===== src/rtl/uart_pkg.sv =====
// Shared register map, bit indices and FSM encodings for uart_fifo_slave.
package uart_pkg;

    localparam logic [31:0] ADDR_CTRL   = 32'd0;
    localparam logic [31:0] ADDR_BAUD   = 32'd1;
    localparam logic [31:0] ADDR_TXDATA = 32'd2;
    localparam logic [31:0] ADDR_RXDATA = 32'd3;
    localparam logic [31:0] ADDR_STATUS = 32'd4;

    localparam int unsigned CTRL_TX_EN    = 0;
    localparam int unsigned CTRL_RX_EN    = 1;
    localparam int unsigned CTRL_STOP2    = 2;
    localparam int unsigned CTRL_IRQ_RXNE = 3;
    localparam int unsigned CTRL_IRQ_TXE  = 4;
    localparam int unsigned CTRL_PAR_EN   = 5;
    localparam int unsigned CTRL_PAR_ODD  = 6;

    localparam int unsigned ST_TX_FULL   = 0;
    localparam int unsigned ST_TX_EMPTY  = 1;
    localparam int unsigned ST_RX_FULL   = 2;
    localparam int unsigned ST_RX_EMPTY  = 3;
    localparam int unsigned ST_TX_BUSY   = 4;
    localparam int unsigned ST_OVERRUN   = 5;
    localparam int unsigned ST_FRAME_ERR = 6;
    localparam int unsigned ST_PAR_ERR   = 7;

    typedef enum logic [2:0] {TxIdle, TxStart, TxData, TxParity, TxStop} tx_state_e;
    typedef enum logic [2:0] {RxIdle, RxStart, RxData, RxParity, RxStop} rx_state_e;

endpackage


===== src/rtl/uart_sync_fifo.sv =====
// First-word-fall-through synchronous FIFO; a pop on a full FIFO frees room for a same-cycle push.
module uart_sync_fifo #(
    parameter int unsigned WIDTH = 8,
    parameter int unsigned DEPTH = 16
) (
    input  logic                     clk_i,
    input  logic                     rst_i,
    input  logic                     push_i,
    input  logic                     pop_i,
    input  logic [WIDTH-1:0]         din_i,
    output logic [WIDTH-1:0]         dout_o,
    output logic                     full_o,
    output logic                     empty_o,
    output logic [$clog2(DEPTH):0]   count_o
);
    localparam int unsigned AW = $clog2(DEPTH);

    logic [WIDTH-1:0] mem_q [DEPTH];
    logic [AW-1:0]    wr_q, rd_q;
    logic [AW:0]      cnt_q;
    logic             do_push, do_pop;

    assign empty_o = (cnt_q == '0);
    assign full_o  = (cnt_q == (AW+1)'(DEPTH));
    assign count_o = cnt_q;
    assign dout_o  = mem_q[rd_q];
    assign do_pop  = pop_i && !empty_o;
    assign do_push = push_i && (!full_o || do_pop);

    always_ff @(posedge clk_i) begin
        if (do_push) mem_q[wr_q] <= din_i;
    end

    always_ff @(posedge clk_i) begin
        if (rst_i) begin
            wr_q  <= '0;
            rd_q  <= '0;
            cnt_q <= '0;
        end else begin
            if (do_push) wr_q <= wr_q + 1'b1;
            if (do_pop)  rd_q <= rd_q + 1'b1;
            cnt_q <= cnt_q + (AW+1)'(do_push) - (AW+1)'(do_pop);
        end
    end
endmodule


===== src/rtl/uart_fifo_slave.sv =====
// Memory-mapped UART slave with TX/RX FIFOs, sticky status and level interrupt.
// Parity generation/checking is built only when UART_PARITY_EN is defined.
module uart_fifo_slave
    import uart_pkg::*;
#(
    parameter int unsigned DATA_W     = 8,
    parameter int unsigned FIFO_DEPTH = 16,
    parameter int unsigned DIV_W      = 16,
    parameter int unsigned DIV_RST    = 13021
) (
    input  logic        i_Clk,
    input  logic        i_Rst,
    input  logic        i_WEnable,
    input  logic [31:0] i_WAddr,
    input  logic [31:0] i_WData,
    input  logic        i_REnable,
    input  logic [31:0] i_RAddr,
    output logic [31:0] o_RData,
    output logic        o_Err,
    input  logic        i_Rx,
    output logic        o_Tx,
    output logic        o_Irq
);
`ifdef UART_PARITY_EN
    localparam logic [6:0] CtrlMask = 7'h7f;
`else
    localparam logic [6:0] CtrlMask = 7'h1f;
`endif
    localparam int unsigned CW = $clog2(FIFO_DEPTH) + 1;
    localparam int unsigned BW = $clog2(DATA_W);
    localparam logic [BW-1:0]    BitLast = BW'(DATA_W - 1);
    localparam logic [DIV_W-1:0] BaudMin = DIV_W'(2);

    logic [6:0]       ctrl_q;
    logic [DIV_W-1:0] baud_q;
    logic             overrun_q, ferr_q, perr_q, err_q;
    logic [31:0]      rdata_q, rdata_d, status;
    logic             par_en, par_odd, tx_busy, bus_err;

    logic              tx_push, tx_pop, tx_full, tx_empty;
    logic [DATA_W-1:0] tx_dout;
    logic [CW-1:0]     tx_count;
    logic              rx_pop, rx_full, rx_empty;
    logic [DATA_W-1:0] rx_dout;
    logic [CW-1:0]     rx_count;

    tx_state_e         tx_state_q;
    logic [DIV_W-1:0]  tx_div_q, tx_cnt_q;
    logic [DATA_W-1:0] tx_shift_q;
    logic [BW-1:0]     tx_bit_q;
    logic              tx_par_q, tx_stop2_q, tx_q;

    rx_state_e         rx_state_q;
    logic [DIV_W-1:0]  rx_div_q, rx_cnt_q;
    logic [DATA_W-1:0] rx_shift_q;
    logic [BW-1:0]     rx_bit_q;
    logic              rx_s1_q, rx_s2_q, rx_prev_q, rx_pbad_q;
    logic              rx_push_q, rx_ferr_q, rx_perr_q;

    assign par_en  = ctrl_q[CTRL_PAR_EN];
    assign par_odd = ctrl_q[CTRL_PAR_ODD];
    assign tx_busy = (tx_state_q != TxIdle);
    assign tx_push = i_WEnable && (i_WAddr == ADDR_TXDATA);
    assign tx_pop  = !tx_busy && ctrl_q[CTRL_TX_EN] && !tx_empty;
    assign rx_pop  = i_REnable && (i_RAddr == ADDR_RXDATA);
    assign bus_err = (i_WEnable && (i_WAddr > ADDR_STATUS || i_WAddr == ADDR_RXDATA
                                    || (tx_push && tx_full && !tx_pop)))
                   || (i_REnable && (i_RAddr > ADDR_STATUS || i_RAddr == ADDR_TXDATA));

    assign o_RData = rdata_q;
    assign o_Err   = err_q;
    assign o_Tx    = tx_q;
    assign o_Irq   = (ctrl_q[CTRL_IRQ_RXNE] & ~rx_empty)
                   | (ctrl_q[CTRL_IRQ_TXE] & tx_empty & ~tx_busy)
                   | overrun_q | ferr_q | perr_q;

    uart_sync_fifo #(.WIDTH(DATA_W), .DEPTH(FIFO_DEPTH)) u_tx_fifo (
        .clk_i(i_Clk), .rst_i(i_Rst), .push_i(tx_push), .pop_i(tx_pop),
        .din_i(i_WData[DATA_W-1:0]), .dout_o(tx_dout), .full_o(tx_full),
        .empty_o(tx_empty), .count_o(tx_count)
    );

    uart_sync_fifo #(.WIDTH(DATA_W), .DEPTH(FIFO_DEPTH)) u_rx_fifo (
        .clk_i(i_Clk), .rst_i(i_Rst), .push_i(rx_push_q), .pop_i(rx_pop),
        .din_i(rx_shift_q), .dout_o(rx_dout), .full_o(rx_full),
        .empty_o(rx_empty), .count_o(rx_count)
    );

    always_comb begin
        status               = '0;
        status[ST_TX_FULL]   = tx_full;
        status[ST_TX_EMPTY]  = tx_empty;
        status[ST_RX_FULL]   = rx_full;
        status[ST_RX_EMPTY]  = rx_empty;
        status[ST_TX_BUSY]   = tx_busy;
        status[ST_OVERRUN]   = overrun_q;
        status[ST_FRAME_ERR] = ferr_q;
        status[ST_PAR_ERR]   = perr_q;
        status[15:8]         = 8'(rx_count);
    end

    always_comb begin
        rdata_d = '0;
        case (i_RAddr)
            ADDR_CTRL:   rdata_d = 32'(ctrl_q);
            ADDR_BAUD:   rdata_d = 32'(baud_q);
            ADDR_RXDATA: rdata_d = rx_empty ? '0 : 32'(rx_dout);
            ADDR_STATUS: rdata_d = status;
            default:     rdata_d = '0;
        endcase
    end

    // Sticky flags: a hardware set in the same cycle as a write-1-to-clear wins.
    always_ff @(posedge i_Clk) begin
        if (i_Rst) begin
            ctrl_q    <= '0;
            baud_q    <= DIV_W'(DIV_RST);
            overrun_q <= 1'b0;
            ferr_q    <= 1'b0;
            perr_q    <= 1'b0;
            rdata_q   <= '0;
            err_q     <= 1'b0;
        end else begin
            err_q <= bus_err;
            if (i_REnable) rdata_q <= rdata_d;
            if (i_WEnable && i_WAddr == ADDR_CTRL) ctrl_q <= i_WData[6:0] & CtrlMask;
            if (i_WEnable && i_WAddr == ADDR_BAUD) begin
                baud_q <= (i_WData[DIV_W-1:0] < BaudMin) ? BaudMin : i_WData[DIV_W-1:0];
            end
            if (i_WEnable && i_WAddr == ADDR_STATUS) begin
                overrun_q <= overrun_q & ~i_WData[ST_OVERRUN];
                ferr_q    <= ferr_q & ~i_WData[ST_FRAME_ERR];
                perr_q    <= perr_q & ~i_WData[ST_PAR_ERR];
            end
            if (rx_push_q && rx_full && !rx_pop) overrun_q <= 1'b1;
            if (rx_ferr_q) ferr_q <= 1'b1;
            if (rx_perr_q) perr_q <= 1'b1;
        end
    end

    // Divisor and stop-bit count are latched at frame start so mid-frame writes wait a frame.
    always_ff @(posedge i_Clk) begin
        if (i_Rst) begin
            tx_state_q <= TxIdle;
            tx_q       <= 1'b1;
            tx_div_q   <= '0;
            tx_cnt_q   <= '0;
            tx_shift_q <= '0;
            tx_bit_q   <= '0;
            tx_par_q   <= 1'b0;
            tx_stop2_q <= 1'b0;
        end else if (tx_state_q == TxIdle) begin
            if (tx_pop) begin
                tx_state_q <= TxStart;
                tx_q       <= 1'b0;
                tx_shift_q <= tx_dout;
                tx_div_q   <= baud_q;
                tx_cnt_q   <= baud_q - 1'b1;
                tx_bit_q   <= '0;
                tx_par_q   <= (^tx_dout) ^ par_odd;
                tx_stop2_q <= ctrl_q[CTRL_STOP2];
            end
        end else if (tx_cnt_q != '0) begin
            tx_cnt_q <= tx_cnt_q - 1'b1;
        end else begin
            tx_cnt_q <= tx_div_q - 1'b1;
            case (tx_state_q)
                TxStart: begin
                    tx_state_q <= TxData;
                    tx_q       <= tx_shift_q[0];
                    tx_shift_q <= tx_shift_q >> 1;
                end
                TxData: begin
                    if (tx_bit_q != BitLast) begin
                        tx_bit_q   <= tx_bit_q + 1'b1;
                        tx_q       <= tx_shift_q[0];
                        tx_shift_q <= tx_shift_q >> 1;
                    end else if (par_en) begin
                        tx_state_q <= TxParity;
                        tx_q       <= tx_par_q;
                    end else begin
                        tx_state_q <= TxStop;
                        tx_q       <= 1'b1;
                    end
                end
                TxParity: begin
                    tx_state_q <= TxStop;
                    tx_q       <= 1'b1;
                end
                TxStop: begin
                    if (tx_stop2_q) tx_stop2_q <= 1'b0;
                    else tx_state_q <= TxIdle;
                end
                default: tx_state_q <= TxIdle;
            endcase
        end
    end

    always_ff @(posedge i_Clk) begin
        if (i_Rst) begin
            rx_s1_q    <= 1'b1;
            rx_s2_q    <= 1'b1;
            rx_prev_q  <= 1'b1;
            rx_state_q <= RxIdle;
            rx_div_q   <= '0;
            rx_cnt_q   <= '0;
            rx_shift_q <= '0;
            rx_bit_q   <= '0;
            rx_pbad_q  <= 1'b0;
            rx_push_q  <= 1'b0;
            rx_ferr_q  <= 1'b0;
            rx_perr_q  <= 1'b0;
        end else begin
            rx_s1_q   <= i_Rx;
            rx_s2_q   <= rx_s1_q;
            rx_prev_q <= rx_s2_q;
            rx_push_q <= 1'b0;
            rx_ferr_q <= 1'b0;
            rx_perr_q <= 1'b0;
            if (rx_state_q == RxIdle) begin
                if (ctrl_q[CTRL_RX_EN] && rx_prev_q && !rx_s2_q) begin
                    rx_state_q <= RxStart;
                    rx_div_q   <= baud_q;
                    rx_cnt_q   <= (baud_q >> 1) - 1'b1;
                    rx_bit_q   <= '0;
                    rx_pbad_q  <= 1'b0;
                end
            end else if (rx_cnt_q != '0) begin
                rx_cnt_q <= rx_cnt_q - 1'b1;
            end else begin
                rx_cnt_q <= rx_div_q - 1'b1;
                case (rx_state_q)
                    RxStart: rx_state_q <= rx_s2_q ? RxIdle : RxData;
                    RxData: begin
                        rx_shift_q <= {rx_s2_q, rx_shift_q[DATA_W-1:1]};
                        if (rx_bit_q != BitLast) rx_bit_q <= rx_bit_q + 1'b1;
                        else rx_state_q <= par_en ? RxParity : RxStop;
                    end
                    RxParity: begin
                        rx_pbad_q  <= rx_s2_q != ((^rx_shift_q) ^ par_odd);
                        rx_state_q <= RxStop;
                    end
                    RxStop: begin
                        rx_state_q <= RxIdle;
                        if (!rx_s2_q) begin
                            rx_ferr_q <= 1'b1;
                        end else begin
                            rx_push_q <= 1'b1;
                            rx_perr_q <= rx_pbad_q;
                        end
                    end
                    default: rx_state_q <= RxIdle;
                endcase
            end
        end
    end
endmodule

===== config.mk =====
export PLATFORM = sky130hd
export DESIGN_NAME = uart_fifo_slave
export DESIGN_NICKNAME = d
export VERILOG_FILES = /design/src/rtl/uart_pkg.sv /design/src/rtl/uart_sync_fifo.sv /design/src/rtl/uart_fifo_slave.sv
export SDC_FILE = /design/constraint.sdc
export NUM_CORES = 1
export LEC_CHECK = 0
export CAP_MARGIN = 10
export CORE_ASPECT_RATIO = 1.1
export CORE_MARGIN = 4
export CORE_UTILIZATION = 36
export CTS_BUF_LIST = sky130_fd_sc_hd__clkbuf_16
export DETAILED_ROUTE_END_ITERATION = 10
export PLACE_DENSITY = 0.62
export SLEW_MARGIN = 5
export SYNTH_ARGS = -nofsm -noshare
export SYNTH_HDL_FRONTEND = slang
export SYNTH_SLANG_ARGS = --single-unit

===== constraint.sdc =====
create_clock -name i_Clk -period 3.7 [get_ports i_Clk]
set_clock_uncertainty 0.2 [all_clocks]
set_input_delay 1.11 -clock i_Clk [delete_from_list [all_inputs] [get_ports i_Clk]]
set_output_delay 1.11 -clock i_Clk [all_outputs]
set_load 0.02 [all_outputs]

* After elaboration in Yosys (flattened, before gate mapping)
Memory sizes are Yosys's and may differ from the RTL's. A register that Yosys moved wholly into a read port is not among the register bits. Index checks and enable logic that the tools add are counted.
Word-level totals: register bits after elaboration 184, latch bits 0, RAM bits 256, bits in read-only memories 0, input port bits 101, output and inout port bits 35, word-level logic and storage cells 233, memories kept 2
Memory list:
- u_rx_fifo.mem_q | depth 16, width 8, rd ports 1, clocked after memory_dff 1, write ports 1, RTL line uart_sync_fifo.sv:18 | logic [WIDTH-1:0] mem_q [DEPTH];
- u_tx_fifo.mem_q | depth 16, width 8, rd ports 1, clocked after memory_dff 1, write ports 1, RTL line uart_sync_fifo.sv:18
Operators by class: add/subtract/negate cells 16, multipliers 0, div/mod/pow operators 0, magnitude comparators 3, equality and inequality tests 29, shift operators 0, mux-type cells 65, bitwise gates (word level) 19, reduce and logical (&&, ||, !) cells 67
Operators by type and width (number):
- 32-bit by 2-bit == test with 1-bit output (second input constant) | 4
- 16-bit 2-to-1 mux | 7
- 16-bit by 1-bit subtractor with 16-bit output (second input constant) | 5
- 32-bit by 1-bit == test with 1-bit output (second input constant) | 2
- 32-bit by 3-bit == test with 1-bit output (second input constant) | 2
- 32-bit by 3-bit > comparator with 1-bit output (second input constant) | 2
- 32-bit logical NOT | 2
- 16-bit case mux with 4 select lines | 1
- 3-bit 2-to-1 mux | 19
- 8-bit 2-to-1 mux | 5
- 16-bit nonzero test | 2
- 1-bit 2-to-1 mux | 24
- 1-bit logical AND | 19
- 3-bit inequality test (second input constant) | 6
- 2-bit nonzero test | 9
- 4-bit by 1-bit adder with 4-bit output (second input constant) | 4
- 16-bit by 2-bit < comparator with 1-bit output (second input constant) | 1
- 4-bit 2-to-1 mux | 4
- 8-bit case mux with 2 select lines | 1
- 4-bit AND reduction | 4
- 15-bit by 1-bit subtractor with 16-bit output (second input constant) | 1
- 3-bit AND reduction | 5
- 3-bit by 2-bit == test with 1-bit output (second input constant) | 4
- 3-bit case mux with 4 select lines | 1
- 25 further kinds | 65

* Logic depth before layout (Yosys ltp)
Gate-level depths: netlist of the first run.
depth in word-level cells 9, depth in mapped cells 16, depth with buffers taken out 15

* Hierarchy
A second synthesis of the first run with hierarchy kept.
Unflattened totals: cells, all modules 1550, area total of the unflattened synthesis 19129.6 sq um
By module, submodules not included:
- uart_fifo_slave | times used 1, cells each 931, area each 7480.9 sq um, seq. area each 2842.7 sq um
- uart_sync_fifo (u_tx_fifo) | times used 1, cells each 310, area each 5828.1 sq um, seq. area each 4184.0 sq um
- uart_sync_fifo (u_rx_fifo) | times used 1, cells each 309, area each 5820.6 sq um, seq. area each 4184.0 sq um

* Least setup slack after synthesis of the first run
No wires, ideal clock.
path kind input port to flip-flop, start point input port i_RAddr[8], end point register u_rx_fifo.cnt_q[4] (netlist: u_rx_fifo.count_o[4]), library setup time 70 ps, arrival 3702 ps, required time 3430 ps, slack -273 ps, cell stages on the path 13, buffers on the path 0, path through nor4_1 > nand4_1 > or4_1 > clkinv_1 > nand2_1 > nand2_1 > nand2_1 > ha_1 > fa_1 > a21oi_1 > nor2_1 > or3_1 > a21oi_1
On the way: longest elaborated chain between the ends 7
RTL lines:
- from (decl) | RTL line uart_fifo_slave.sv:17 | input logic [31:0] i_RAddr,
- 32-bit by 2-bit == test with 1-bit output * | RTL line uart_fifo_slave.sv:65 | assign rx_pop = i_REnable && (i_RAddr == ADDR_RXDATA);
- 1-bit logical AND * | RTL line uart_fifo_slave.sv:65
- 1-bit logical AND * | RTL line uart_sync_fifo.sv:27 | assign do_pop = pop_i && !empty_o;
- 1-bit logical OR | RTL line uart_sync_fifo.sv:28 | assign do_push = push_i && (!full_o || do_pop);
- 1-bit logical AND | RTL line uart_sync_fifo.sv:28
- 5-bit by 1-bit adder with 5-bit output | RTL line uart_sync_fifo.sv:42 | cnt_q <= cnt_q + (AW+1)'(do_push) - (AW+1)'(do_pop);
- 5-bit by 1-bit subtractor with 5-bit output * | RTL line uart_sync_fifo.sv:42
- to (signal assigned) | RTL line uart_sync_fifo.sv:42
- to (decl) | RTL line uart_sync_fifo.sv:20 | logic [AW:0] cnt_q;
Every way passes the cells marked *; elsewhere a longest branch is shown, timed or not. A chain may end at the register's enable or synchronous reset.

* Worst setup path in the final report of the first run
start point input port i_RAddr[18], end point register u_rx_fifo.cnt_q[4] (netlist: u_rx_fifo.count_o[4])
The elaborated chain is that of the path after synthesis.

==> results of run 1 <==
[registers in the layout (all words and copies together) (netlist names), 5 cells and up, named ones only]
register	count
tx_cnt_q	16
tx_div_q	16
baud_q	16
u_tx_fifo.mem_q	128
u_rx_fifo.count_o	5
rx_shift_q	8
u_tx_fifo.count_o	5
o_RData	16
ctrl_q	5
rx_cnt_q	16
rx_div_q	16
u_rx_fifo.mem_q	128
tx_shift_q	8
[repair_timing]
action / in CTS / in global routing
gates resized for setup: 16 / 28
setup buffers: 4 / 2
pin swaps: 11 / 16
setup endpoints to repair: 2 / 75
[worst register-to-register path, stage by stage, from the launching register on]
cell and delay [ns]:
dfxtp_1 0.32, inv_1 0.08, ha_1 0.19, or4b_1 0.57, nand3_1 0.36, inv_1 0.18, ha_1 0.31, inv_1 0.04
ha_1 0.18, inv_1 0.07, fa_1 0.18, inv_1 0.04, a21oi_1 0.12, nor2_1 0.07, or3_1 0.34, a21oi_1 0.13
[through the flow]
step,TNS [ns],util [%],hold WS [ns]
2_1_floorplan,-0.0790,-,0.189
3_3_place_gp,-89.45,41.4,0.200
3_5_place_dp,-100.79,41.4,0.214
4_1_cts,-0.102,44.2,0.225
5_1_grt,-0.0446,44.4,0.253
6_report,0,44.4,0.222
[final timing paths]
| path | from | to | slack (ns) | depth (start not counted) |
|---|---|---|---|---|
| worst min register to register | rx_s1_q | rx_s2_q | 0.22 | 1 |
| worst max-delay path | i_RAddr[18] | u_rx_fifo.count_o[4] | 0.07 | 15 |
| worst max register to register | u_tx_fifo.count_o[2] | u_tx_fifo.count_o[4] | 0.26 | 15 |
| worst min-delay path | rx_s1_q | rx_s2_q | 0.22 | 1 |
[cell usage in the layout, fill, tap and decap left out, types with 9 or more instances in the layout]
| master | Yosys | final |
|---|---|---|
| a221o_1 | 11 | 11 |
| a21oi_1 | 92 | 90 |
| a31oi_1 | 16 | 16 |
| and3_1 | 9 | 9 |
| buf_12 | 0 | 20 |
| xnor2_1 | 22 | 22 |
| dlymetal6s2s_1 | 0 | 16 |
| dlygate4sd2_1 | 0 | 11 |
| nand4_1 | 15 | 15 |
| nand3_1 | 19 | 19 |
| conb_1 | 1 | 16 |
| ha_1 | 27 | 26 |
| nand2_1 | 134 | 131 |
| clkdlybuf4s50_1 | 0 | 75 |
| nor3_1 | 34 | 29 |
| mux2i_1 | 28 | 28 |
| edfxtp_1 | 256 | 256 |
| a22oi_1 | 10 | 10 |
| clkbuf_16 | 0 | 47 |
| nor2_1 | 164 | 163 |
| nor4_1 | 24 | 17 |
| o21ai_0 | 42 | 42 |
| inv_1 | 25 | 32 |
| buf_4 | 16 | 94 |
| and2_1 | 18 | 18 |
| clkinv_1 | 1 | 11 |
| dfxtp_1 | 176 | 174 |
| xor2_1 | 19 | 19 |
| a211oi_1 | 25 | 25 |
| mux4_2 | 79 | 79 |
[cells by family after synthesis]
kind of cell,after synthesis
other,1
multiplexers,111
XOR/XNOR,41
flip-flops,432
AO/OA/AOI/OAI,267
adder cells (fa/ha/maj),29
AND/OR/NAND/NOR,476
buffers and inverters,136
[power by group through the flow]
| stage | clock, uW | sequential (uW) | combinational [uW] |
|---|---|---|---|
| floorplan | 0 | 5190 | 81.0 |
| global placement | 0 | 5180 | 255 |
| detailed placement | 0 | 5180 | 259 |
| CTS | 4530 | 5080 | 257 |
| global route | 4750 | 5070 | 271 |
| finish | 4430 | 5080 | 255 |
[cell type report]
| type | count | area, um2 |
|---|---|---|
| Tap cell | 667 | 835 |
| Sequential cell | 432 | 11200 |
| Multi-Input combinational cell | 940 | 7040 |
| Clock buffer | 47 | 1180 |
| Inverter | 26 | 103 |
| Fill cell | 4597 | 28500 |
| Timing Repair Buffer | 217 | 2160 |
| Clock inverter | 35 | 259 |
[layer usage]
layer | global-route usage, % | up-vias | wire [um] | share of wire, %
met5 | 0 | - | 0 | 0
met4 | 5.35 | 0 | 1300 | 2.8
met3 | 3.81 | 75 | 3420 | 7.3
met2 | 28.0 | 449 | 22800 | 49
met1 | 21.6 | 6269 | 19400 | 41
li1 | - | 5926 | - | -
==> metrics.yaml, run 1 <==
cells_and_area:
  drive_above_1_share_pct: 18.0
  stdcell_area_um2: 22800
  nets: 1794
  n_antenna_cell: 0
  area.growth.synth_to_final_pct: 22.2
  finalNonFillerCells: 2364
setup_path:
  cp-end-kind: "flip-flop"
  crit_family: "simple AND/OR/NAND/NOR gates"
  crit_type: "input pin to flip-flop"
  slowest_delay_ns: 0.58
  arrival_ns: 3.94
  crit_slowest_cell: "or4_4"
  path_cells: "clkdlybuf4s50_1, nor3_2, nand4_1, buf_6, or4_4, clkinv_4, nand2_4, nand2_2, nand2_2, ha_4, fa_2, a21oi_2, nor2_2, or3_1, a21oi_2"
  critical_path_buf_inv_count: 3
  cp.required_ns: 4.02
  crit_path_start_kind: "input pin"
  cp_max_fo: 3
die:
  num_rows: 87
  ios: 136
  start_util_pct: 36.4
  die_h_um: 247
  die_w_um: 225
  placeableCoreArea_um2: 51300
  dieArea_um2: 55500
synth:
  yosys.area_share.adder_pct: 2.03
  postSynth.asyncResetShare_pct: 0
  synth_compound_area_share_pct: 9.36
  synth_area_um2: 18700
  synth_common_cells: "256 x edfxtp_1, 176 x dfxtp_1, 164 x nor2_1, 134 x nand2_1, 92 x a21oi_1"
  synth_top_family_by_area: "simple AND/OR/NAND/NOR gates"
  seq_area_frac_synth_pct: 60.1
  synth_area_leader_cell: "edfxtp_1"
  ys_ff_latch: 432
  synth_area_per_cell_um2: 12.5
  synth_xor_area_share_pct: 1.92
  synth.top_cells.by_area: "edfxtp_1 41%, dfxtp_1 19%, mux4_2 9.5%"
  synth-edff-count: 256
  synth_mux_area_share_pct: 11.3
  synthCells: 1493
  ys.flop_type: "edfxtp_1"
  synthSimpleGateAreaFrac_pct: 12.1
  synth_top_area_share_pct: 41.2
  yosys_warnings: 0
  synth.most_common_cell: "edfxtp_1"
  ys_types: 74
flow_run:
  maxCapViolations: 0
cts:
  clkTransAtPathRegs_ns: 0.06
  cts_tree: "yes"
  ctsHoldBuffers: 0
  cts_root_buffer: "clkbuf_16"
  clk_latency_ns: 0.58
  htreeDepth: 2
  cts_buffers: 47
  clkSinkCount: 432
  clock_path_buffers: 3
drt:
  drtPass1Iterations: 5
  wl_mm: 46.9
  drt_iter0_drc: 943
  drc: 0
  vias: 12700
  avgViaCountPerCell: 5.38
  wl_per_cell_um: 19.8
  final_antenna_net_count: 0
min_path:
  min_path_type: "flip-flop to flip-flop"
power:
  totalPowerFinal_uw: 9760
  combinationalPowerShare_pct: 2.6
  p_int_uw: 7710
  sequentialPowerShare_pct: 52.0
  power_switching_uw: 2060
  p_sw_share_pct: 21.1
  p_leak_uw: 0.00796
  ir_worst_vdd_uv: 407
  power_frac_clock_pct: 45.4
  power_density_nw_per_um2: 428
sta:
  timing.final.max_slew_violations: 0
  tightest_slew_ns: 0.881
  max_freq_mhz: 276
  timing.final.crit_share_pct: 98.0
  maxSlewHeadroom_pct: 41.1
  hold_viol: 0
  period_needed_ns: 3.63
  setup_viol: 0
  setup_slack_ns: 0.0726
placed_design:
  io_buffers: 103
  dp.cells: 2276
  gp_congestion: 0.836
  hpwl_mm: 31.6
  dp_slack_ns: -0.752
  placed_area_um2: 21200
grt:
  grt_util_all_layers_pct: 16.7
  grt_max_degree: 98
  overflow: 0
  grt_pass1_vias: 12600
  antenna_found_initial: 0
  grt_pass1_wl_mm: 72.5
run_status:
  outcome: "finished clean"
Note: power is estimated with default switching activity, not from simulation.
==> run 2: changes to the inputs <==
- CELL_PAD_IN_SITES_DETAIL_PLACEMENT: not set -> 1
- CELL_PAD_IN_SITES_GLOBAL_PLACEMENT: not set -> 1
- PLACE_DENSITY: 0.62 -> 0.72
- SYNTH_HIERARCHICAL: not set -> 1
==> run 2 against run 1 <==
- final area rose by 1.5%
- via count is 5.5% higher
- global-route usage is 2.1 points higher
- final cell count rose by 2.9%
- critical path depth up 1
- highest routed layer unchanged
- sequential cell count unchanged
- utilization decreased by 0.43 points
==> metrics.yaml, run 2 <==
run_status:
  outcome: "finished clean"
cts:
  clk_latency_ns: 0.60  # +0.02 ns
  cts_buffers: 46  # -2.1%
  cts_tree: "yes"
  clock_path_buffers: 3  # unchanged
  htreeDepth: 2  # unchanged
  clkTransAtPathRegs_ns: 0.06  # about the same
  cts_root_buffer: "clkbuf_16"
  clkSinkCount: 432  # unchanged
  ctsHoldBuffers: 0  # unchanged
power:
  power_density_nw_per_um2: 497  # +16%
  p_leak_uw: 0.00798  # +0.34%
  ir_worst_vdd_uv: 373  # -8.3%
synth:
  synth_common_cells: "256 x edfxtp_1, 176 x dfxtp_1, 168 x nand2_1, 157 x nor2_1, 92 x a21oi_1"
  synth.top_cells.by_area: "edfxtp_1 40%, dfxtp_1 18%, mux4_2 4.2%"
  synth_top_family_by_area: "simple AND/OR/NAND/NOR gates"
  synth_xor_area_share_pct: 2.01  # +0.090 points
  postSynth.asyncResetShare_pct: 0  # unchanged
  yosys.area_share.adder_pct: 1.98  # -0.050 points
  synth_area_leader_cell: "edfxtp_1"
  seq_area_frac_synth_pct: 58.6  # -1.5 points
  synthCells: 1550  # +3.8%
  synth_area_um2: 19100  # +2.5%
  ys_types: 85  # +15%
  synth-edff-count: 256  # unchanged
  synth_area_per_cell_um2: 12.3  # -1.2%
  synth_compound_area_share_pct: 9.49  # +0.13 points
  synth_mux_area_share_pct: 10.4  # -0.92 points
  synth.most_common_cell: "edfxtp_1"
  ys.flop_type: "edfxtp_1"
  yosys_warnings: 6  # +6
  ys_ff_latch: 432  # unchanged
  synthSimpleGateAreaFrac_pct: 13.9  # +1.8 points
  synth_top_area_share_pct: 40.2  # -1.0 points
placed_design:
  dp.cells: 2337  # +2.7%
  io_buffers: 103  # unchanged
  gp_congestion: 0.830  # -0.79%
  placed_area_um2: 21400  # +1.2%
  hpwl_mm: 37.7  # +19%
grt:
  grt_pass1_vias: 14100  # +12%
  grt_util_all_layers_pct: 18.9  # +2.1 points
  overflow: 0  # unchanged
  grt_pass1_wl_mm: 84.2  # +16%
  grt_max_degree: 83  # -15%
  antenna_found_initial: 2  # +2
drt:
  drt_iter0_drc: 1097  # +16%
  wl_per_cell_um: 22.7  # +14%
  vias: 13400  # +5.5%
  drtPass1Iterations: 5  # unchanged
  final_antenna_net_count: 0  # unchanged
  avgViaCountPerCell: 5.52  # +2.6%
  wl_mm: 55.2  # +18%
  drc: 0  # unchanged
die:
  start_util_pct: 36.4  # +0.037 points
  ios: 136  # unchanged
  dieArea_um2: 56900  # +2.5%
  placeableCoreArea_um2: 52500  # +2.4%
  die_h_um: 250  # +1.2%
  die_w_um: 228  # +1.2%
  num_rows: 88  # +1.1%
setup_path:
  cp.required_ns: 4.01  # about the same
  crit_type: "input pin to flip-flop"
  crit_path_start_kind: "input pin"
  arrival_ns: 3.96  # +0.02 ns
  worstReg2RegStart: "u_tx_fifo/count_o[2]"
  startpoint: "i_RAddr[25]"
  cp-end-kind: "flip-flop"
  cp_max_fo: 3  # unchanged
cells_and_area:
  drive_above_1_share_pct: 18.0  # -0.047 points
  fin_util_pct: 44.0  # -0.43 points
  layout_common_cells: "256 x edfxtp_1, 174 x dfxtp_1, 164 x nand2_1"
  nets: 1850  # +3.1%
  stdcell_area_um2: 23100  # +1.5%
  multi_input_area_um2: 7520  # +6.8%
  top_regs: "u_rx_fifo/mem_q (128), u_tx_fifo/mem_q (128)"
  n_antenna_cell: 0  # unchanged
  finalNonFillerCells: 2432  # +2.9%
  fillers: 5515  # +20%
  area.growth.synth_to_final_pct: 20.9
  area.sequential_um2: 11200  # unchanged
  final_common_cell: "edfxtp_1"
sta:
  timing.final.max_slew_violations: 0  # unchanged
  whs_ns: 0.210  # -0.0112 ns
  max_freq_mhz: 274  # -0.71%
  tightest_slew_ns: 1.15  # +0.269 ns
  timing.final.crit_share_pct: 98.7  # +0.70 points
  maxSlewHeadroom_pct: 23.1  # -18 points
  setup_viol: 0  # unchanged
  rsz0062_at_grt: "yes"
  period_needed_ns: 3.65  # +0.0259 ns
  hold_viol: 0  # unchanged
flow_run:
  maxCapViolations: 0  # unchanged
min_path:
  hold_start: "rx_s1_q"
  min_path_type: "flip-flop to flip-flop"
## run 2: routing by layer
layer | global-route usage, % | part of all wire (%) | up-vias
li1 | - | - | 6118
met1 | 24.6 | 43 | 6866
met2 | 31.9 | 49 | 345
met3 | 3.50 | 5.4 | 93
met4 | 6.07 | 3.1 | 0
met5 | 0 | 0 | -
## run 2: cell families after synthesis
group,Yosys count
DFF,432
buffers and inverters,130
and+or+nand+nor,533
xor gates and xnor gates,44
AOI/OAI and AO/OA,274
muxes,107
adders and majority gates,29
other,1
## run 2: timing repair
action | CTS | global route
pin swaps | 36 | 25
setup endpoints to repair | 7 | 20
resized for setup | 123 | 26
setup buffers | 8 | 2
## run 2: worst max-delay path, stage by stage
cell and delay [ns]:
dlygate4sd2_1 0.24, nor4_2 0.14, nand2_1 0.13, nor4_4 0.27
buf_4 0.20, nand2_4 0.06, nor2_4 0.14, o21ai_4 0.08
ha_4 0.29, inv_4 0.03, ha_4 0.16, fa_2 0.37
a21oi_2 0.17, nor2_2 0.06, or3_4 0.37, a21oi_2 0.13
## run 2: worst paths after layout
path,to,slack (ns),depth (start not counted)
worst max register to register,u_tx_fifo/count_o[3],0.42,17
worst max-delay path,u_rx_fifo/count_o[4],0.05,16
worst min-delay path,rx_s2_q,0.21,1
worst min register to register,rx_s2_q,0.21,1
## run 2: layout make-up
type | instances | area share (%)
sequential | 432 | 48.5
multi-input combinational | 1003 | 32.5
timing repair buffer | 210 | 8.18
clock buffer | 47 | 5.09
tap | 675 | 3.65
clock inverter | 38 | 1.62
inverter | 27 | 0.449
## run 2: stage by stage
stage / power, uW / TNS (ns) / setup slack [ns]
floorplan: 6310 / -0.423 / -0.337
global placement: 6820 / -83.62 / -0.993
detailed placement: 6860 / -102.27 / -1.08
CTS: 11600 / -0.00616 / -0.00616
global route: 11900 / -0.159 / -0.0742
finish: 11500 / 0 / 0.0466
## run 2: power breakdown
part / leakage [uW] / switching [uW] / internal (uW)
combinational: 0.00344 / 1040 / 477
sequential: 0.00376 / 106 / 5150
clock: 0.000793 / 1980 / 2740
total: 0.00798 / 3120 / 8360
==> run 3: changes to the inputs <==
- SLEW_MARGIN: 5 -> 20
==> run 3 against run 2 <==
- clock-buffer cell count unchanged
- routed wire length about the same
- clock power about the same
- via count about the same
- register-to-register slack about the same
- die area unchanged
==> metrics.yaml, run 3 (synthesis gave the netlist of run 2 again) <==
run_status:
  outcome: "finished clean"
cts:
  clock_path_buffers: 3  # unchanged
  cts_root_buffer: "clkbuf_16"
  htreeDepth: 2  # unchanged
  clkTransAtPathRegs_ns: 0.06  # about the same
  cts_tree: "yes"
  clkSinkCount: 432  # unchanged
  cts_buffers: 46  # unchanged
  clk_latency_ns: 0.60  # about the same
min_path:
  min_path_type: "flip-flop to flip-flop"
power:
  ir_worst_vdd_uv: 373  # unchanged
  sequentialPowerShare_pct: 45.7  # about the same
  p_int_uw: 8360  # unchanged
  combinationalPowerShare_pct: 13.2  # about the same
  p_sw_share_pct: 27.2  # about the same
  power_frac_clock_pct: 41.1  # about the same
  power_density_nw_per_um2: 497  # about the same
  p_leak_uw: 0.00798  # about the same
  power_switching_uw: 3120  # about the same
drt:
  wl_per_cell_um: 22.7  # about the same
  wl_mm: 55.2  # about the same
  drc: 0  # unchanged
  drt_iter0_drc: 1097  # unchanged
  drtPass1Iterations: 5  # unchanged
  vias: 13400  # +0.022%
  avgViaCountPerCell: 5.52  # about the same
  final_antenna_net_count: 0  # unchanged
sta:
  rsz0062_at_grt: "yes"
  setup_viol: 0  # unchanged
  timing.final.max_slew_violations: 0  # unchanged
  timing.final.crit_share_pct: 98.8  # about the same
  max_freq_mhz: 274  # about the same
  hold_viol: 0  # unchanged
  tightest_slew_ns: 0.898  # -0.252 ns
  maxSlewHeadroom_pct: 39.9  # +17 points
  period_needed_ns: 3.65  # +0.000458 ns
cells_and_area:
  n_antenna_cell: 0  # unchanged
  final_common_cell: "edfxtp_1"
  layout_common_cells: "256 x edfxtp_1, 174 x dfxtp_1, 163 x nand2_1"
  fin_util_pct: 44.0  # about the same
  drive_above_1_share_pct: 18.0  # +0.057 points
  top_regs: "u_rx_fifo/mem_q (128), u_tx_fifo/mem_q (128)"
  nets: 1850  # unchanged
  area.growth.synth_to_final_pct: 20.9  # about the same
  finalNonFillerCells: 2432  # unchanged
setup_path:
  cp_max_fo: 3  # unchanged
  cp.required_ns: 4.01  # about the same
  cp-end-kind: "flip-flop"
  crit_type: "input pin to flip-flop"
  crit_path_start_kind: "input pin"
  arrival_ns: 3.96  # about the same
die:
  die_w_um: 228  # unchanged
  placeableCoreArea_um2: 52500  # unchanged
  dieArea_um2: 56900  # unchanged
  die_h_um: 250  # unchanged
  ios: 136  # unchanged
  start_util_pct: 36.4  # unchanged
  num_rows: 88  # unchanged
flow_run:
  maxCapViolations: 0  # unchanged
placed_design:
  dp.cells: 2337  # unchanged
  hpwl_mm: 37.7  # unchanged
  gp_congestion: 0.830  # unchanged
  io_buffers: 103  # unchanged
grt:
  grt_pass1_wl_mm: 84.2  # unchanged
  antenna_found_initial: 2  # unchanged
  grt_max_degree: 83  # unchanged
  overflow: 0  # unchanged
  grt_util_all_layers_pct: 18.9  # unchanged
  grt_pass1_vias: 14100  # unchanged
-- run 3: final timing paths --
check	startpoint	to	slack, ns	depth (start not counted)
worst max-delay path	i_RAddr[25]	u_rx_fifo/count_o[4]	0.05	16
worst min-delay path	rx_s1_q	rx_s2_q	0.21	1
worst max register to register	u_tx_fifo/count_o[2]	u_tx_fifo/count_o[3]	0.42	17
worst min register to register	rx_s1_q	rx_s2_q	0.21	1
-- run 3: critical path, stage by stage --
cell and delay (ns):
dlygate4sd2_1 0.24, nor4_2 0.14, nand2_1 0.13, nor4_4 0.27, buf_4 0.20, nand2_4 0.06, nor2_4 0.14, o21ai_4 0.08
ha_4 0.29, inv_4 0.03, ha_4 0.16, fa_2 0.37, a21oi_2 0.17, nor2_2 0.06, or3_4 0.37, a21oi_2 0.13
-- run 3: per-stage QoR --
| stage | hold WS, ns | power (uW) | setup slack [ns] | cell area [um2] | TNS, ns |
|---|---|---|---|---|---|
| after floorplan | 0.189 | 6310 | -0.337 | 19300 | -0.423 |
| after global placement | 0.208 | 6820 | -0.993 | 21400 | -83.62 |
| after detailed placement | 0.197 | 6860 | -1.08 | 21400 | -102.27 |
| after CTS | 0.213 | 11600 | -0.00616 | 23100 | -0.00616 |
| after global routing | 0.238 | 11900 | -0.0742 | 23100 | -0.159 |
| final | 0.210 | 11500 | 0.0462 | 23100 | 0 |
-- run 3: power by group through the flow --
stage	Sequential, uW	Combinational [uW]	Clock [uW]
after floorplan	5310	996	0
after global placement	5340	1470	0
after detailed placement	5350	1510	0
after CTS	5250	1500	4820
after global routing	5260	1650	5030
final	5250	1510	4720
-- run 3: metal layers --
| layer | vias up | track usage (%) | part of all wire [%] |
|---|---|---|---|
| li1 | 6119 | - | - |
| met1 | 6861 | 24.6 | 43 |
| met2 | 352 | 31.9 | 49 |
| met3 | 93 | 3.50 | 5.5 |
| met4 | 0 | 6.07 | 3.1 |
| met5 | - | 0 | 0 |
-- run 3: repair_timing --
item                       4_1_cts  5_1_grt
hold buffers                     0        0
setup endpoints to repair        7       20
pin swaps                       36       25
resized for setup              123       26
buffers inserted                 8        2
-- run 3: final cells by class --
cell class | instances | area [um2]
Timing Repair Buffer | 210 | 1890
Multi-Input combinational cell | 1003 | 7520
Inverter | 27 | 104
Clock inverter | 38 | 375
Clock buffer | 47 | 1180
Fill cell | 5515 | 29400
Sequential cell | 432 | 11200
Tap cell | 675 | 845
==> patch (settings of run 3) <==
`FIFO_DEPTH`: 16 -> 32.
--- a/src/rtl/uart_fifo_slave.sv
+++ b/src/rtl/uart_fifo_slave.sv
@@ -5,5 +5,5 @@
 #(
     parameter int unsigned DATA_W     = 8,
-    parameter int unsigned FIFO_DEPTH = 16,
+    parameter int unsigned FIFO_DEPTH = 32,
     parameter int unsigned DIV_W      = 16,
     parameter int unsigned DIV_RST    = 13021
Formal check against the unedited RTL: same outputs for any inputs over 4 cycles, from zero or initial values and one cycle with i_Rst high; that may be too few to reach the edited logic, so the function may still have changed.
==> patch against run 3 <==
  * Wire length up 45%
  * Design area up 52%
  * Sequential cell count up 264
  * Combinational power down 13%
  * Non-clock buffer count up 44
  * Fmax up 1.4%
  * Setup slack better by 52 ps
  * Total power up 52%
  * Worst hold slack better by 27 ps
  * Via count up 42%
  * Largest power group unchanged
  * Synthesized area up 54%
==> patch: results <==
{
  "outcome": "completed",
  "antenna_found_initial": 0,
  "postSynth.asyncResetShare_pct": 0,
  "rr_worst_depth": 6,
  "cp.arrival_ps": 3710,
  "hold_class": "flip-flop to flip-flop",
  "drive_above_1_share_pct": 15.86,
  "synth_edf_count": 512,
  "grt_max_degree": 65,
  "max_stage_delay_ps": 410,
  "synthXorXnorAreaFrac_pct": 1.489,
  "gp_congestion": 0.8407,
  "worstMarginPinSlew_ps": 845.9,
  "grt_pass1_vias": 20190,
  "via_per_inst": 5.488,
  "r2r_end": "o_RData[1]",
  "hpwl_um": 52450,
  "cts_max_level": 3,
  "groute.usage.overall_pct": 18.14,
  "synth_area_leaders": "edfxtp_1, dfxtp_1, mux2i_1",
  "reg.largest.list": "u_rx_fifo/mem_q (256), u_tx_fifo/mem_q (256)",
  "dp.cells": 3316,
  "grt_pass1_wl_um": 121300,
  "fin_cells": 3462,
  "p_leak_nw": 11.55,
  "first_pass_iters": 6,
  "r2r_slack_ps": 350,
  "synth.distinct_cells": 84,
  "n_fill_cell": 8223,
  "hold_ws_ps": 237.5,
  "nets": 2481,
  "routed_wl_um": 80250,
  "ys_seq_area_share_pct": 64.80,
  "cts_made_buffers": 77,
  "hold_end": "rx_s2_q",
  "drtIter0Drc": 1393,
  "cpMaxStageDelayCell": "clkdlybuf4s50_1",
  "worstSkewPairLatency_ps": 620,
  "synth_compound_gate_area_share_pct": 8.900,
  "ir_drop_mv": 0.4382,
  "synth_mux_area_share_pct": 10.69,
  "synthAdderAreaFrac_pct": 1.498,
  "synthCells": 2139,
  "synth_commonest_cells": "edfxtp_1, nor2_1, dfxtp_1",
  "crit_fanout": 8
}
patch: cell types whose count changed after synthesis, sizes merged, moves of 19 or more:
cell,change
a22oi,+33
nand2,-19
nand3,+38
clkbuf,+27
edfxtp,+256
mux2i,+115
nor2,+54
patch: report_power, final:
group / internal [mW] / switching [mW] / leakage [nW]
registers: 8.39 / 0.0861 / 6.16
logic: 0.429 / 0.883 / 4.11
clock network: 4.50 / 3.16 / 1.29
patch: stage by stage:
stage	area, sq um	power (mW)	worst slack (ps)
2_1_floorplan	29480	9.781	49.63
3_3_place_gp	32250	9.876	-915.1
3_5_place_dp	32250	9.933	-980.7
4_1_cts	34830	17.63	10.69
5_1_grt	35060	17.84	-59.13
6_report	35060	17.45	98.37
patch: layout make-up:
| cell class | instances | area [sq um] | area share [%] |
|---|---|---|---|
| clock buffers | 78 | 1952 | 5.566 |
| well taps | 1054 | 1319 | 3.761 |
| inverters | 30 | 117.6 | 0.3354 |
| repair buffers | 254 | 2265 | 6.459 |
| clock inverters | 63 | 589.3 | 1.681 |
| multi-input cells | 1287 | 9754 | 27.82 |
| flip-flops and latches | 696 | 19070 | 54.38 |
patch: timing repair:
action	4_1_cts	5_1_grt
pin swaps	9	26
endpoints found under the setup margin	264	459
gates cloned	0	0
hold buffers	0	0
buffers inserted	0	6
resized for setup	15	47
hold endpoints to repair	0	0
patch: worst max path at each step:
stage | start | end | slack [ps] | cells past startpoint
finish | i_RAddr[18] | u_rx_fifo/mem_q[17][1] | 100 | 12
global route | i_WAddr[26] | u_tx_fifo/count_o[4] | -60 | 15
CTS | i_WAddr[25] | u_tx_fifo/count_o[4] | 10 | 15
detailed placement | i_RAddr[8] | u_rx_fifo/mem_q[16][1] | -980 | 12
global placement | i_RAddr[8] | u_rx_fifo/count_o[4] | -920 | 14
floorplan | i_WAddr[13] | u_tx_fifo/count_o[4] | 50 | 13
patch: cell families after synthesis:
group | Yosys count
other | 1
and+or+nand+nor | 592
buffers and inverters | 171
muxes | 223
DFF | 696
AOI/OAI and AO/OA | 372
adders and majority gates | 34
xor gates and xnor gates | 50
patch: routing by layer:
layer,GRT usage [%],share of wire (%),up-vias
met1,23.00,42,9778
met5,0,0,-
met2,31.88,51,494
li1,-,-,8587
met4,5.257,2.7,0
met3,3.268,5.2,142
